<file path="src/rtl/lc3_control_fsm_pkg.sv">
// Shared definitions for the LC-3 control sequencer: state codes in LC-3
// microsequencer numbering, opcodes, datapath mux encodings and the control word.
package lc3_control_fsm_pkg;

    typedef enum logic [5:0] {
        S_BR     = 6'd0,
        S_ADD    = 6'd1,
        S_LD1    = 6'd2,
        S_ST1    = 6'd3,
        S_AND    = 6'd5,
        S_NOT    = 6'd9,
        S_JMP    = 6'd12,
        S_LEA    = 6'd14,
        S_TRAP1  = 6'd15,
        S_ST3    = 6'd16,
        S_FETCH1 = 6'd18,
        S_BR_T   = 6'd22,
        S_ST2    = 6'd23,
        S_LD2    = 6'd25,
        S_LD3    = 6'd27,
        S_TRAP2  = 6'd28,
        S_TRAP3  = 6'd30,
        S_DECODE = 6'd32,
        S_FETCH2 = 6'd33,
        S_FETCH3 = 6'd35,
        S_HALT   = 6'd62,
        S_IDLE   = 6'd63
    } state_e;

    localparam logic [3:0] OP_BR   = 4'b0000;
    localparam logic [3:0] OP_ADD  = 4'b0001;
    localparam logic [3:0] OP_LD   = 4'b0010;
    localparam logic [3:0] OP_ST   = 4'b0011;
    localparam logic [3:0] OP_JSR  = 4'b0100;
    localparam logic [3:0] OP_AND  = 4'b0101;
    localparam logic [3:0] OP_LDR  = 4'b0110;
    localparam logic [3:0] OP_STR  = 4'b0111;
    localparam logic [3:0] OP_RTI  = 4'b1000;
    localparam logic [3:0] OP_NOT  = 4'b1001;
    localparam logic [3:0] OP_LDI  = 4'b1010;
    localparam logic [3:0] OP_STI  = 4'b1011;
    localparam logic [3:0] OP_JMP  = 4'b1100;
    localparam logic [3:0] OP_RES  = 4'b1101;
    localparam logic [3:0] OP_LEA  = 4'b1110;
    localparam logic [3:0] OP_TRAP = 4'b1111;

    localparam logic [1:0] ALUK_ADD   = 2'b00;
    localparam logic [1:0] ALUK_AND   = 2'b01;
    localparam logic [1:0] ALUK_NOT   = 2'b10;
    localparam logic [1:0] ALUK_PASSA = 2'b11;

    localparam logic [1:0] SR1_IR11_9 = 2'b00;
    localparam logic [1:0] SR1_IR8_6  = 2'b01;
    localparam logic [1:0] SR1_R6     = 2'b10;

    localparam logic [1:0] DR_IR11_9  = 2'b00;
    localparam logic [1:0] DR_R7      = 2'b01;
    localparam logic [1:0] DR_R6      = 2'b10;

    localparam logic [1:0] PC_INC     = 2'b00;
    localparam logic [1:0] PC_BUS     = 2'b01;
    localparam logic [1:0] PC_ADDER   = 2'b10;

    localparam logic       ADDR1_PC   = 1'b0;
    localparam logic       ADDR1_SR1  = 1'b1;

    localparam logic [1:0] ADDR2_ZERO  = 2'b00;
    localparam logic [1:0] ADDR2_OFF6  = 2'b01;
    localparam logic [1:0] ADDR2_OFF9  = 2'b10;
    localparam logic [1:0] ADDR2_OFF11 = 2'b11;

    localparam logic       MARMUX_ZEXT  = 1'b0;
    localparam logic       MARMUX_ADDER = 1'b1;

    typedef struct packed {
        logic       mem_en;
        logic       mem_we;
        logic       ld_mar;
        logic       ld_mdr;
        logic       ld_ir;
        logic       ld_pc;
        logic       ld_reg;
        logic       ld_cc;
        logic       gate_pc;
        logic       gate_mdr;
        logic       gate_alu;
        logic       gate_marmux;
        logic [1:0] aluk;
        logic [1:0] sr1mux;
        logic [1:0] drmux;
        logic [1:0] pcmux;
        logic       addr1mux;
        logic [1:0] addr2mux;
        logic       marmux;
    } ctrl_t;

    localparam ctrl_t CTRL_NONE = '0;

    // States that sit on the memory handshake and are watched by the timeout counter.
    function automatic logic is_wait_state(input state_e s);
        return (s == S_FETCH2) || (s == S_LD2) || (s == S_ST3) || (s == S_TRAP2);
    endfunction

    function automatic logic branch_enable(input logic [2:0] nzp_sel,
                                           input logic n, input logic z, input logic p);
        return (nzp_sel[2] & n) | (nzp_sel[1] & z) | (nzp_sel[0] & p);
    endfunction

endpackage

</file>
<file path="src/rtl/lc3_control_fsm_mem_timer.sv">
// Memory-wait watchdog: counts wait cycles without ready and flags expiry when
// the count has reached MEM_TIMEOUT and ready is still low.
module lc3_control_fsm_mem_timer #(
    parameter int MEM_TIMEOUT = 15,
    parameter int TMR_W       = 8
) (
    input  logic clk,
    input  logic rst_n,
    input  logic clear,
    input  logic enable,
    input  logic ready,
    output logic expire
);

    localparam logic [TMR_W-1:0] LIMIT = TMR_W'(MEM_TIMEOUT);

    logic [TMR_W-1:0] count;

    always_ff @(posedge clk) begin
        if (!rst_n) begin
            count <= '0;
        end else if (clear) begin
            count <= '0;
        end else if (enable && !ready && (count != LIMIT)) begin
            count <= count + 1'b1;
        end
    end

    // A ready arriving on the limit cycle completes the access instead of faulting.
    assign expire = enable && !ready && (count == LIMIT);

endmodule

</file>
<file path="src/rtl/lc3_control_fsm.sv">
// LC-3 control microsequencer (Moore). Define LC3_CTRL_TRAP_EN to add the TRAP
// sequence; otherwise TRAP decodes as illegal and halts with a fault.
module lc3_control_fsm
    import lc3_control_fsm_pkg::*;
#(
    parameter int MEM_TIMEOUT = 15,
    parameter int TMR_W       = 8
) (
    input  logic        i_CLK,
    input  logic        i_RST_N,
    input  logic [15:0] i_IR,
    input  logic        i_N,
    input  logic        i_Z,
    input  logic        i_P,
    input  logic        i_MEM_R,
    output logic        o_MEM_EN,
    output logic        o_MEM_WE,
    output logic        o_LD_MAR,
    output logic        o_LD_MDR,
    output logic        o_LD_IR,
    output logic        o_LD_PC,
    output logic        o_LD_REG,
    output logic        o_LD_CC,
    output logic        o_GATE_PC,
    output logic        o_GATE_MDR,
    output logic        o_GATE_ALU,
    output logic        o_GATE_MARMUX,
    output logic [1:0]  o_ALUK,
    output logic [1:0]  o_SR1MUX,
    output logic [1:0]  o_DRMUX,
    output logic [1:0]  o_PCMUX,
    output logic        o_ADDR1MUX,
    output logic [1:0]  o_ADDR2MUX,
    output logic        o_MARMUX,
    output logic        o_FAULT,
    output logic [5:0]  o_STATE
);

    // Memory handshake: o_MEM_EN (with o_MEM_WE for writes) is held every cycle of a
    // wait state; the access completes on the first edge where i_MEM_R is sampled high.

    state_e state_q;
    state_e state_d;
    logic   fault_q;
    logic   ben_q;
    logic   in_wait;
    logic   tmr_expire;
    ctrl_t  ctrl;
    logic   ir_unused;

    assign ir_unused = ^i_IR[8:0];
    assign in_wait   = is_wait_state(state_q);

    lc3_control_fsm_mem_timer #(
        .MEM_TIMEOUT (MEM_TIMEOUT),
        .TMR_W       (TMR_W)
    ) u_mem_timer (
        .clk    (i_CLK),
        .rst_n  (i_RST_N),
        .clear  (!in_wait),
        .enable (in_wait),
        .ready  (i_MEM_R),
        .expire (tmr_expire)
    );

    always_ff @(posedge i_CLK) begin
        if (!i_RST_N) begin
            state_q <= S_IDLE;
            fault_q <= 1'b0;
            ben_q   <= 1'b0;
        end else begin
            state_q <= state_d;
            if (state_d == S_HALT) begin
                fault_q <= 1'b1;
            end
            if (state_q == S_DECODE) begin
                ben_q <= branch_enable(i_IR[11:9], i_N, i_Z, i_P);
            end
        end
    end

    always_comb begin
        state_d = state_q;
        case (state_q)
            S_IDLE:   state_d = S_FETCH1;
            S_FETCH1: state_d = S_FETCH2;
            S_FETCH2: begin
                if (i_MEM_R)         state_d = S_FETCH3;
                else if (tmr_expire) state_d = S_HALT;
            end
            S_FETCH3: state_d = S_DECODE;
            S_DECODE: begin
                case (i_IR[15:12])
                    OP_BR:   state_d = S_BR;
                    OP_ADD:  state_d = S_ADD;
                    OP_AND:  state_d = S_AND;
                    OP_NOT:  state_d = S_NOT;
                    OP_LD:   state_d = S_LD1;
                    OP_ST:   state_d = S_ST1;
                    OP_JMP:  state_d = S_JMP;
                    OP_LEA:  state_d = S_LEA;
`ifdef LC3_CTRL_TRAP_EN
                    OP_TRAP: state_d = S_TRAP1;
`endif
                    // JSR, LDR, STR, LDI, STI, RTI, reserved and disabled TRAP.
                    default: state_d = S_HALT;
                endcase
            end
            S_ADD, S_AND, S_NOT: state_d = S_FETCH1;
            S_LD1: state_d = S_LD2;
            S_LD2: begin
                if (i_MEM_R)         state_d = S_LD3;
                else if (tmr_expire) state_d = S_HALT;
            end
            S_LD3: state_d = S_FETCH1;
            S_ST1: state_d = S_ST2;
            S_ST2: state_d = S_ST3;
            S_ST3: begin
                if (i_MEM_R)         state_d = S_FETCH1;
                else if (tmr_expire) state_d = S_HALT;
            end
            S_BR:   state_d = ben_q ? S_BR_T : S_FETCH1;
            S_BR_T: state_d = S_FETCH1;
            S_JMP:  state_d = S_FETCH1;
            S_LEA:  state_d = S_FETCH1;
`ifdef LC3_CTRL_TRAP_EN
            S_TRAP1: state_d = S_TRAP2;
            S_TRAP2: begin
                if (i_MEM_R)         state_d = S_TRAP3;
                else if (tmr_expire) state_d = S_HALT;
            end
            S_TRAP3: state_d = S_FETCH1;
`endif
            S_HALT:  state_d = S_HALT;
            default: state_d = S_HALT;
        endcase
    end

    always_comb begin
        ctrl = CTRL_NONE;
        case (state_q)
            S_FETCH1: begin
                ctrl.gate_pc = 1'b1;
                ctrl.ld_mar  = 1'b1;
                ctrl.pcmux   = PC_INC;
                ctrl.ld_pc   = 1'b1;
            end
            S_FETCH2, S_LD2: begin
                ctrl.mem_en = 1'b1;
                ctrl.ld_mdr = 1'b1;
            end
            S_FETCH3: begin
                ctrl.gate_mdr = 1'b1;
                ctrl.ld_ir    = 1'b1;
            end
            S_ADD, S_AND, S_NOT: begin
                ctrl.sr1mux   = SR1_IR8_6;
                ctrl.drmux    = DR_IR11_9;
                ctrl.aluk     = (state_q == S_ADD) ? ALUK_ADD :
                                (state_q == S_AND) ? ALUK_AND : ALUK_NOT;
                ctrl.gate_alu = 1'b1;
                ctrl.ld_reg   = 1'b1;
                ctrl.ld_cc    = 1'b1;
            end
            S_LD1, S_ST1: begin
                ctrl.addr1mux    = ADDR1_PC;
                ctrl.addr2mux    = ADDR2_OFF9;
                ctrl.marmux      = MARMUX_ADDER;
                ctrl.gate_marmux = 1'b1;
                ctrl.ld_mar      = 1'b1;
            end
            S_LD3: begin
                ctrl.gate_mdr = 1'b1;
                ctrl.drmux    = DR_IR11_9;
                ctrl.ld_reg   = 1'b1;
                ctrl.ld_cc    = 1'b1;
            end
            S_ST2: begin
                ctrl.sr1mux   = SR1_IR11_9;
                ctrl.aluk     = ALUK_PASSA;
                ctrl.gate_alu = 1'b1;
                ctrl.ld_mdr   = 1'b1;
            end
            S_ST3: begin
                ctrl.mem_en = 1'b1;
                ctrl.mem_we = 1'b1;
            end
            S_BR_T: begin
                ctrl.addr1mux = ADDR1_PC;
                ctrl.addr2mux = ADDR2_OFF9;
                ctrl.pcmux    = PC_ADDER;
                ctrl.ld_pc    = 1'b1;
            end
            S_JMP: begin
                ctrl.sr1mux   = SR1_IR8_6;
                ctrl.addr1mux = ADDR1_SR1;
                ctrl.addr2mux = ADDR2_ZERO;
                ctrl.pcmux    = PC_ADDER;
                ctrl.ld_pc    = 1'b1;
            end
            S_LEA: begin
                // Effective address goes straight to the register file; CC is left alone.
                ctrl.addr1mux    = ADDR1_PC;
                ctrl.addr2mux    = ADDR2_OFF9;
                ctrl.marmux      = MARMUX_ADDER;
                ctrl.gate_marmux = 1'b1;
                ctrl.drmux       = DR_IR11_9;
                ctrl.ld_reg      = 1'b1;
            end
`ifdef LC3_CTRL_TRAP_EN
            S_TRAP1: begin
                ctrl.marmux      = MARMUX_ZEXT;
                ctrl.gate_marmux = 1'b1;
                ctrl.ld_mar      = 1'b1;
            end
            S_TRAP2: begin
                ctrl.mem_en  = 1'b1;
                ctrl.ld_mdr  = 1'b1;
                ctrl.gate_pc = 1'b1;
                ctrl.drmux   = DR_R7;
                ctrl.ld_reg  = 1'b1;
            end
            S_TRAP3: begin
                ctrl.gate_mdr = 1'b1;
                ctrl.pcmux    = PC_BUS;
                ctrl.ld_pc    = 1'b1;
            end
`endif
            default: ctrl = CTRL_NONE;
        endcase
    end

    assign o_MEM_EN      = ctrl.mem_en;
    assign o_MEM_WE      = ctrl.mem_we;
    assign o_LD_MAR      = ctrl.ld_mar;
    assign o_LD_MDR      = ctrl.ld_mdr;
    assign o_LD_IR       = ctrl.ld_ir;
    assign o_LD_PC       = ctrl.ld_pc;
    assign o_LD_REG      = ctrl.ld_reg;
    assign o_LD_CC       = ctrl.ld_cc;
    assign o_GATE_PC     = ctrl.gate_pc;
    assign o_GATE_MDR    = ctrl.gate_mdr;
    assign o_GATE_ALU    = ctrl.gate_alu;
    assign o_GATE_MARMUX = ctrl.gate_marmux;
    assign o_ALUK        = ctrl.aluk;
    assign o_SR1MUX      = ctrl.sr1mux;
    assign o_DRMUX       = ctrl.drmux;
    assign o_PCMUX       = ctrl.pcmux;
    assign o_ADDR1MUX    = ctrl.addr1mux;
    assign o_ADDR2MUX    = ctrl.addr2mux;
    assign o_MARMUX      = ctrl.marmux;
    assign o_FAULT       = fault_q;
    assign o_STATE       = state_q;

endmodule

</file>
<file path="config.mk">
export PLATFORM = sky130hd
export DESIGN_NAME = lc3_control_fsm
export DESIGN_NICKNAME = d
export VERILOG_FILES = /design/src/rtl/lc3_control_fsm_pkg.sv /design/src/rtl/lc3_control_fsm_mem_timer.sv /design/src/rtl/lc3_control_fsm.sv
export SDC_FILE = /design/constraint.sdc
export NUM_CORES = 1
export LEC_CHECK = 0
export CAP_MARGIN = 0
export CORE_ASPECT_RATIO = 0.6
export CORE_UTILIZATION = 25
export DETAILED_ROUTE_END_ITERATION = 7
export GPL_TIMING_DRIVEN = 0
export HOLD_SLACK_MARGIN = 0.02
export REMOVE_ABC_BUFFERS = 1
export SETUP_SLACK_MARGIN = 0.2
export SYNTH_ARGS = -nofsm -noshare
export SYNTH_HDL_FRONTEND = slang
export SYNTH_HIERARCHICAL = 1
export SYNTH_SLANG_ARGS = --single-unit
</file>
<file path="constraint.sdc">
create_clock -name i_CLK -period 8.5 [get_ports i_CLK]
set_input_delay 2.55 -clock i_CLK [delete_from_list [all_inputs] [get_ports i_CLK]]
set_output_delay 2.55 -clock i_CLK [all_outputs]
set_load 0.02 [all_outputs]
</file>
==> results.tsv <==
metric	value	unit
synth_top_family_by_area	simple AND/OR/NAND/NOR gates	
combPwrFrac	26.9	%
dr_wl_met2	1660	µm
max-vdd-ir-drop	0.0000465	V
synth_top_area_share	20.5	%
synth_compound_area_share	23.3	%
wire_per_inst	13.5	µm
slew_headroom	36.7	%
hold_buffers	0	
yosysSeqAreaShare	20.5	%
worstHoldStart	o_FAULT	
min_period	5.35	ns
ys_seq_elements	16	
place.gp.congestion	0.780	
post-route-period-util	62.9	%
yosysTopAreaCell	dfxtp_1	
wirelength_met1	2360	µm
critPathCaptureType	primary output	
rsz0062_at_grt	no	
synth_fa_ha_area_share	1.44	%
die_area	6590	µm²
wirelength	4240	µm
synth_cells	211	
required	5.95	ns
drive_gt1_share	5.53	%
skew	0.00324	ns
cts_inserted_buffers	3	
cp_data_arrival_time	2.80	ns
dpl.hpwl	3160	µm
p_sw	71.4	µW
syn2layout_area_growth	27.5	%
dr.pass1.iters	4	
clock_sinks	16	
slew_viol_final	0	
remaining_drc_errors	0	
p_seq_share	42.4	%
synth_edf_count	0	
place_inst	311	
cts-resized-gates	0	
dieHeight	63.3	µm
async_flop_share	0	%
powerDensity	110	nW/µm²
synth.distinct_cells	59	
fmax	0.187	GHz
post_cts_buffers	0	
die_w	104	µm
synthTopCellsByArea	dfxtp_1, nor2_1, a21oi_1	
grt_pass1_vias	1418	
path_cells	and2b_1, a32oi_1, nor3_1, clkdlybuf4s50_1	
yosys_warnings	6	
grt_pass1_wl	7170	µm
syn_area_per_cell	7.42	µm²
track_usage	13.4	%
clkTransAtPathRegs	0.06	ns
synth-simple-area-share	39.6	%
critPathTopFamily	flip-flops	
crit_buf_inv	1	
r2r_cells	10	
power.total	220	µW
cts-htree-levels	1	
clockBufferDepth	2	
run_status	finished clean	
power_leakage	0.661	nW
highest_layer	met3	
num_rows	21	
vias	1615	
holdWs	0.486	ns
num_antenna_cells	0	
hold_violations	0	
clkPwrFrac	30.7	%
nets	259	
hold_path.class	flop to flop	
grt-ovfl-total	0	
place_ws	3.41	ns
ios	53	
fin_cells	315	
setup_slack	3.15	ns
ant_nets	0	
max_stage_delay	0.94	ns
grt_max_degree	30	
final_util	34.4	%
portBuffers	38	
synth_area	1570	µm²
swShare	32.4	%
setup_tns	0	ns
drtIter0Drc	79	
critPathSlowestCell	dfxtp_1	
antenna_found_initial	0	
coreArea	5810	µm²
intPower	149	µW
fin_area	2000	µm²
crit_type	flop to primary output	
cp_max_fo	29	
ys.flop_type	dfxtp_1	
tritoncts	yes	
max_cap_viol_count	0	
cp_num_cells	4	
min_delay_path_depth	2	
setup.worst_path.start	o_STATE[4]	
clockRootBuffer	clkbuf_8	
synth_xor_area_share	4.48	%
placedInstanceArea	1940	µm²
start_util	27.0	%
insertion_delay	0.25	ns
route.met3.wl	212	µm
avgViaCountPerCell	5.13	
finalSetupViolCount	0	
r2r_start	o_STATE[4]	
worst_pin_slew	0.948	ns
synth.area.mux_share	1.28	%
cp-start-kind	flop	
Yosys cell counts, drive strengths merged (3+ instances only):
cell    number
buf          9
nor3b        4
o21ai        6
a21oi       13
nand2       12
inv          6
clkbuf      13
xnor2        3
nand4        3
o22ai        6
nor4b        4
nand3        7
dfxtp       16
nor2        24
nor2b        5
xor2         5
a221oi       4
and3b        3
or3          4
a31oi        3
nor3         9
a211oi       3
nand2b      11
cells by family after synthesis:
kind of cell / Yosys count
AND/OR/NAND/NOR: 105
AO/OA/AOI/OAI: 49
buffers and inverters: 28
flip-flops: 16
XOR/XNOR: 8
adder cells (fa/ha/maj): 2
multiplexers: 2
other: 1
layout by cell type, fill, tap and decap left out, types with 3 or more instances in the layout:
cell	Yosys	routed
a211oi_1	3	3
a21oi_1	13	13
and3b_1	3	3
clkbuf_8	0	4
clkdlybuf4s50_1	0	38
conb_1	1	5
dfxtp_1	16	16
inv_1	6	6
nand2_1	12	12
nand2b_1	10	10
nand3_1	6	6
nand4_1	3	3
nor2_1	24	24
nor2b_1	5	5
nor3_1	9	9
nor3b_1	4	4
nor4b_1	3	3
o21ai_0	3	3
o21ai_1	3	3
o22ai_1	6	6
or3_1	4	4
xnor2_1	3	3
xor2_1	5	5
state kept, by name (all words and copies together), names as in the netlist:
signal	cells
o_FAULT	1
u_mem_timer/count	8
o_STATE	6
ben_q	1
tightest hold or removal path, stage by stage (launching register included):
cell	delay, ns
dfxtp_1	0.31
inv_1	0.07
a221oi_2	0.06
final cells by class:
class,count,area [µm²]
fillers,602,3810
well taps,80,100
multi-input cells,171,1120
flip-flops and latches,16,320
inverters,6,22.5
clock buffers,4,55.1
repair buffers,38,380
power groups by stage:
stage	clock [mW]	combinational, mW	sequential [mW]
floorplan	0	0.0346	0.0938
global route	0.0744	0.0645	0.0957
detailed placement	0	0.0590	0.0951
global placement	0	0.0583	0.0949
CTS	0.0703	0.0592	0.0936
finish	0.0676	0.0591	0.0934
path summary, 6_finish.rpt:
check        slack [ns]    endpoint
min reg2reg        0.49     o_FAULT
min                0.49     o_FAULT
max                3.15    o_MEM_EN
max reg2reg        5.22  o_STATE[0]
routing by layer:
metal  GRT usage, %  up-vias
met4           2.14        0
met2           17.3       48
met1           21.8      758
met3           2.80        0
met5              0        -
li1               -      809
(Power assumes the default switching activity.)
